### src/rtl/button_conditioner_if.sv
// Button conditioner bus: raw pad inputs in, conditioned level and strobes out.
interface button_conditioner_if #(
  parameter int unsigned N_BTN = 3
);
  logic [N_BTN-1:0] btn_raw;
  logic [N_BTN-1:0] btn_level;
  logic [N_BTN-1:0] btn_press;
  logic [N_BTN-1:0] btn_release;
  logic [N_BTN-1:0] btn_long;

  // Producer of raw button inputs, consumer of conditioned outputs
  modport master (
    output btn_raw,
    input  btn_level,
    input  btn_press,
    input  btn_release,
    input  btn_long
  );

  // The conditioner itself
  modport slave (
    input  btn_raw,
    output btn_level,
    output btn_press,
    output btn_release,
    output btn_long
  );
endinterface

### src/rtl/button_conditioner.sv
// Per-channel push-button conditioning: synchronizer, stability-count debouncer,
// and single-cycle press / release / long-press strobes. All outputs registered.
module button_conditioner #(
  parameter int unsigned N_BTN           = 3,
  parameter int unsigned DEBOUNCE_CYCLES = 1_000_000,
  parameter int unsigned HOLD_CYCLES     = 100_000_000
) (
  input  logic                 clk,
  input  logic                 reset_n,
  button_conditioner_if.slave  bus_if
);

  localparam int unsigned MAX_CYCLES = (DEBOUNCE_CYCLES > HOLD_CYCLES) ? DEBOUNCE_CYCLES
                                                                       : HOLD_CYCLES;
  localparam int unsigned CNT_W      = $clog2(MAX_CYCLES + 1);
  localparam logic [CNT_W-1:0] DB_LAST   = CNT_W'(DEBOUNCE_CYCLES - 1);
  localparam logic [CNT_W-1:0] HOLD_LAST = CNT_W'(HOLD_CYCLES - 1);

  typedef enum logic [1:0] {
    ST_IDLE      = 2'd0,
    ST_HELD      = 2'd1,
    ST_LONG_DONE = 2'd2
  } hold_state_e;

  logic [N_BTN-1:0] level_v;
  logic [N_BTN-1:0] press_v;
  logic [N_BTN-1:0] release_v;
  logic [N_BTN-1:0] long_v;

  for (genvar g = 0; g < int'(N_BTN); g++) begin : g_ch
    logic             sync1_q;
    logic             sync2_q;
    logic             samp_q;
    logic             level_q;
    logic             level_d;
    logic [CNT_W-1:0] dcnt_q;
    logic [CNT_W-1:0] dcnt_d;
    hold_state_e      state_q;
    logic [CNT_W-1:0] hcnt_q;
    logic             press_q;
    logic             release_q;
    logic             long_q;

    // Debounce: accept a new level only after DEBOUNCE_CYCLES consecutive disagreeing samples
    always_comb begin
      level_d = level_q;
      dcnt_d  = '0;
      if (samp_q != level_q) begin
        if (dcnt_q >= DB_LAST) begin
          level_d = samp_q;
        end else begin
          dcnt_d = dcnt_q + CNT_W'(1);
        end
      end
    end

    // Two-flop synchronizer plus one sample register feeding the debouncer; level/count state
    always_ff @(posedge clk or negedge reset_n) begin
      if (!reset_n) begin
        sync1_q <= 1'b0;
        sync2_q <= 1'b0;
        samp_q  <= 1'b0;
        level_q <= 1'b0;
        dcnt_q  <= '0;
      end else begin
        sync1_q <= bus_if.btn_raw[g];
        sync2_q <= sync1_q;
        samp_q  <= sync2_q;
        level_q <= level_d;
        dcnt_q  <= dcnt_d;
      end
    end

    // Hold-tracking FSM and edge strobes, registered alongside the debounced level
    always_ff @(posedge clk or negedge reset_n) begin
      if (!reset_n) begin
        state_q   <= ST_IDLE;
        hcnt_q    <= '0;
        press_q   <= 1'b0;
        release_q <= 1'b0;
        long_q    <= 1'b0;
      end else begin
        press_q   <= level_d & ~level_q;
        release_q <= ~level_d & level_q;
        long_q    <= 1'b0;
        case (state_q)
          ST_IDLE: begin
            if (level_d) begin
              state_q <= ST_HELD;
              hcnt_q  <= '0;
            end
          end
          ST_HELD: begin
            // A fall on the firing edge takes priority: release without long
            if (!level_d) begin
              state_q <= ST_IDLE;
            end else if (hcnt_q >= HOLD_LAST) begin
              long_q  <= 1'b1;
              state_q <= ST_LONG_DONE;
            end else begin
              hcnt_q <= hcnt_q + CNT_W'(1);
            end
          end
          ST_LONG_DONE: begin
            if (!level_d) begin
              state_q <= ST_IDLE;
            end
          end
          default: begin
            state_q <= ST_IDLE;
          end
        endcase
      end
    end

    assign level_v[g]   = level_q;
    assign press_v[g]   = press_q;
    assign release_v[g] = release_q;
    assign long_v[g]    = long_q;
  end

  assign bus_if.btn_level   = level_v;
  assign bus_if.btn_press   = press_v;
  assign bus_if.btn_release = release_v;
  assign bus_if.btn_long    = long_v;

endmodule
### src/flat_wrapper.sv
// flat-port wrapper written by rule: the top's interface ports become plain ports
module button_conditioner_flat 
#(
  parameter int unsigned N_BTN           = 3,
  parameter int unsigned DEBOUNCE_CYCLES = 1_000_000,
  parameter int unsigned HOLD_CYCLES     = 100_000_000
)
  (clk, reset_n, bus_if_btn_raw, bus_if_btn_level, bus_if_btn_press, bus_if_btn_release, bus_if_btn_long);
  button_conditioner_if #(.N_BTN(N_BTN)) bus_if_i ();
  input  logic clk;
  input  logic reset_n;
  input wire logic [$bits(bus_if_i.btn_raw)-1:0] bus_if_btn_raw;
  output wire logic [$bits(bus_if_i.btn_level)-1:0] bus_if_btn_level;
  output wire logic [$bits(bus_if_i.btn_press)-1:0] bus_if_btn_press;
  output wire logic [$bits(bus_if_i.btn_release)-1:0] bus_if_btn_release;
  output wire logic [$bits(bus_if_i.btn_long)-1:0] bus_if_btn_long;
  assign bus_if_i.btn_raw = bus_if_btn_raw;
  assign bus_if_btn_level = bus_if_i.btn_level;
  assign bus_if_btn_press = bus_if_i.btn_press;
  assign bus_if_btn_release = bus_if_i.btn_release;
  assign bus_if_btn_long = bus_if_i.btn_long;
  button_conditioner #(.N_BTN(N_BTN), .DEBOUNCE_CYCLES(DEBOUNCE_CYCLES), .HOLD_CYCLES(HOLD_CYCLES)) u_core (.clk(clk), .reset_n(reset_n), .bus_if(bus_if_i));
endmodule
### config.mk
export PLATFORM = sky130hd
export DESIGN_NAME = button_conditioner_flat
export DESIGN_NICKNAME = d
export VERILOG_FILES = /design/src/rtl/button_conditioner_if.sv /design/src/rtl/button_conditioner.sv /design/src/flat_wrapper.sv
export SDC_FILE = /design/constraint.sdc
export NUM_CORES = 1
export LEC_CHECK = 0
export ABC_AREA = 1
export CORE_ASPECT_RATIO = 0.9
export CORE_UTILIZATION = 30
export CTS_BUF_LIST = sky130_fd_sc_hd__clkbuf_16
export DETAILED_ROUTE_END_ITERATION = 16
export GPL_TIMING_DRIVEN = 0
export MAX_ROUTING_LAYER = met4
export RECOVER_POWER = 100
export REMOVE_ABC_BUFFERS = 1
export SYNTH_ARGS = -nofsm -noshare
export SYNTH_HDL_FRONTEND = slang
export SYNTH_SLANG_ARGS = --single-unit
### constraint.sdc
create_clock -name clk -period 1.9 [get_ports clk]
set_clock_uncertainty 0.1 [all_clocks]
set_input_delay 0.38 -clock clk [delete_from_list [all_inputs] [get_ports clk]]
set_output_delay 0.38 -clock clk [all_outputs]
set_load 0.005 [all_outputs]
==> out/metrics.yaml <==
hold-worst-slack_ps: 254
antenna_violations_before_repair: 0
p_leak_nw: 6.22
drive_above_1_share: 0.256
post_synth_instance_area_sq_mm: 0.0111
outcome: "finished with violations"
worst-slew-pin-transition_ps: 814
maxClockFrequency_mhz: 485
arrival_ps: 2280
grt_max_degree: 106
failed_checks: "negative setup slack"
fin_util: 0.400
ir_drop_v: 0.000498
worst_skew_pair.late_latency_ps: 450
first_global_vias: 9950
powerDensity_mw_per_mm2: 570
cts-buffers-inserted: 17
cts.root.buffer_cell: "clkbuf_16"
fin_crit_ps: 2060
vias: 10700
synthCells: 1555
clk_pin_slew_ps: 70
cts_tree: "yes"
fill_cells: 3683
total_of_max_cap_violations: 0
postSynth.asyncResetShare: 1.00
clock_tree.buffer_depth: 2
antenna_cells_inserted: 0
drt_wl_total_mm: 30.9
portBuffers: 16
yosys_register_bits: 189
detail_route.vias_per_cell: 4.93
core_area_sq_mm: 0.0363
rows: 66
placedInstanceArea_sq_mm: 0.0116
cts.htree.levels: 4
most_common_cell_after_layout_fill_and_taps_aside: "nand2_1"
start_util: 0.307
post-route-drc-count: 0
tritonroute_pass_1_iters: 5
finalWeightedCongestion: 0.932
unrepaired_setup_endpoints_after_global_routing: "yes"
average_cell_area_after_synthesis_sq_um: 7.16
commonest_cells_after_routing_fill_and_taps_aside: "nand2_1, nor2_1, dfrtp_1"
dominantRegCellSynth: "dfrtp_1"
setup_ws_ps: -160
count_of_flip_flops_with_a_built_in_enable_after_synthesis: 0
die_area_sq_mm: 0.0379
finalPower_mw: 8.27
final_design_area_no_fill_sq_mm: 0.0145
drt_iter0_markers: 826
grt_pass1_wl_mm: 50.3
path_class: "flop to flop"
globalRouteTotalUtil: 0.171
slew_headroom: 0.455
total_count_of_hold_check_failures_in_the_final_report: 0
required_ps: 2120
report.final.slew_viol_count: 0
numClockSinks: 189
critPathCaptureType: "flop"
post_synth_num_cell_types: 43
synth_seq_area_share: 0.425
boundaryPins: 17
final-setup-viol-count: 78
detail_route.wl_per_cell_microns: 14.2
final_cell_count_no_fill: 2169
final_net_count: 1691
syn2layout_area_growth_pct: 30.4
yosys_warnings: 0
timing.hold.worst.class: "flop to flop"
die_h_microns: 185
ant_nets: 0
die_w_microns: 205
critical_path_peak_fanout: 7
gr-total-overflow: 0
period_share: 1.08
dp.final_hpwl_mm: 17.2
startpoint_type: "flop"
dp.cells: 2015
[sequential cells by signal, indices dropped and copies added (netlist names)]
signal	flops
u_core.g_ch.sync1_q	3
u_core.g_ch.sync2_q	3
u_core.g_ch.release_q	3
u_core.g_ch.level_q	3
u_core.g_ch.samp_q	3
u_core.g_ch.press_q	3
u_core.g_ch.dcnt_q	81
u_core.g_ch.hcnt_q	81
u_core.g_ch.state_q	6
u_core.g_ch.long_q	3
[cell usage after synthesis (2+ instances only)]
master / n / area [sq um]
a211oi_1: 2 / 15.0
a21o_1: 7 / 52.6
a21oi_1: 29 / 145
a31oi_1: 5 / 31.3
and3_1: 2 / 12.5
buf_12: 2 / 40.0
buf_2: 15 / 75.1
buf_4: 12 / 90.1
buf_6: 8 / 90.1
clkbuf_1: 16 / 60.1
clkinv_1: 3 / 11.3
dfrtp_1: 189 / 4730
ha_1: 6 / 75.1
inv_1: 93 / 349
inv_2: 20 / 75.1
nand2_1: 450 / 1690
nand2_2: 42 / 263
nand3_1: 78 / 390
nand3_2: 3 / 30.0
nand3_4: 3 / 52.6
nand3b_1: 5 / 37.5
nand4_1: 91 / 569
nor2_1: 327 / 1230
nor2_4: 2 / 22.5
nor3_1: 40 / 200
nor3b_1: 15 / 113
nor4_1: 2 / 12.5
o21a_1: 5 / 37.5
o21ai_0: 18 / 90.1
o21ai_1: 4 / 20.0
or2_2: 3 / 18.8
xnor2_1: 21 / 184
xor2_1: 27 / 236
[cell families after synthesis]
family / Yosys count / share of synthesized area
xor gates and xnor gates: 48 / 0.0377
AOI/OAI and AO/OA: 74 / 0.0383
and+or+nand+nor: 1068 / 0.421
buffers and inverters: 169 / 0.0710
DFF: 189 / 0.425
other: 1 / 0.000337
adders and majority gates: 6 / 0.00674
[worst max-delay path, stage by stage, from the launching register on]
cell	delay (ps)
dfrtp_1	430
ha_4	190
nand2_4	70
nor2_4	50
nand2_4	80
nor2_4	50
a21oi_4	180
buf_6	140
nand3_4	130
nand2_8	160
nand3_4	180
nand2_2	120
nand2_1	50
[power breakdown]
part / total, mW / internal [mW] / switching (mW)
Clock: 3.52 / 1.94 / 1.58
Combinational: 0.579 / 0.215 / 0.363
Sequential: 4.17 / 4.09 / 0.0780
Total: 8.27 / 6.25 / 2.03
[cell type report]
| cell class | count | area [sq um] | area share |
|---|---|---|---|
| repair inverters | 1 | 5.00 | 0.000345 |
| flip-flops and latches | 189 | 4760 | 0.328 |
| well taps | 476 | 596 | 0.0410 |
| inverters | 116 | 467 | 0.0321 |
| repair buffers | 117 | 1100 | 0.0756 |
| clock inverters | 15 | 148 | 0.0102 |
| multi-input cells | 1238 | 7020 | 0.483 |
| clock buffers | 17 | 425 | 0.0293 |
[per-stage QoR]
step / TNS [ps] / setup slack, ps
after detailed placement: -87240 / -980
after CTS: -4320 / -109
final: -5830 / -160
after global placement: -1530880 / -7690
after floorplan: -23170 / -381
after global routing: -16140 / -249
[layer usage]
layer  vias up  GRT usage  share of wire
met5         -          -              0
met4         0     0.0501          0.014
met3        41     0.0278          0.052
met2       265      0.262           0.46
met1      5119      0.231           0.47
li1       5265          -              -
[what timing repair did]
item	CTS	global route
cloned	21	1
setup buffers	52	47
pin swaps	47	69
hold endpoints to repair	84	0
setup endpoints to repair	153	137
hold buffers	1	0
gates resized for setup	140	182
[path summary, 6_finish.rpt]
kind	start	to	slack, ps	depth (start not counted)
setup / recovery	u_core.g_ch[1].dcnt_q[1]	u_core.g_ch[1].hcnt_q[20]	-160	12
min in group asynchronous	reset_n	u_core.g_ch[2].dcnt_q[12]	420	2
hold / removal	u_core.g_ch[2].sync1_q	u_core.g_ch[2].sync2_q	250	0
hold reg to reg	u_core.g_ch[2].sync1_q	u_core.g_ch[2].sync2_q	250	0
setup reg to reg	u_core.g_ch[1].dcnt_q[1]	u_core.g_ch[1].hcnt_q[20]	-160	12
max in group asynchronous	reset_n	u_core.g_ch[0].level_q	270	3
No activity file was read; power rests on OpenSTA's default activity.
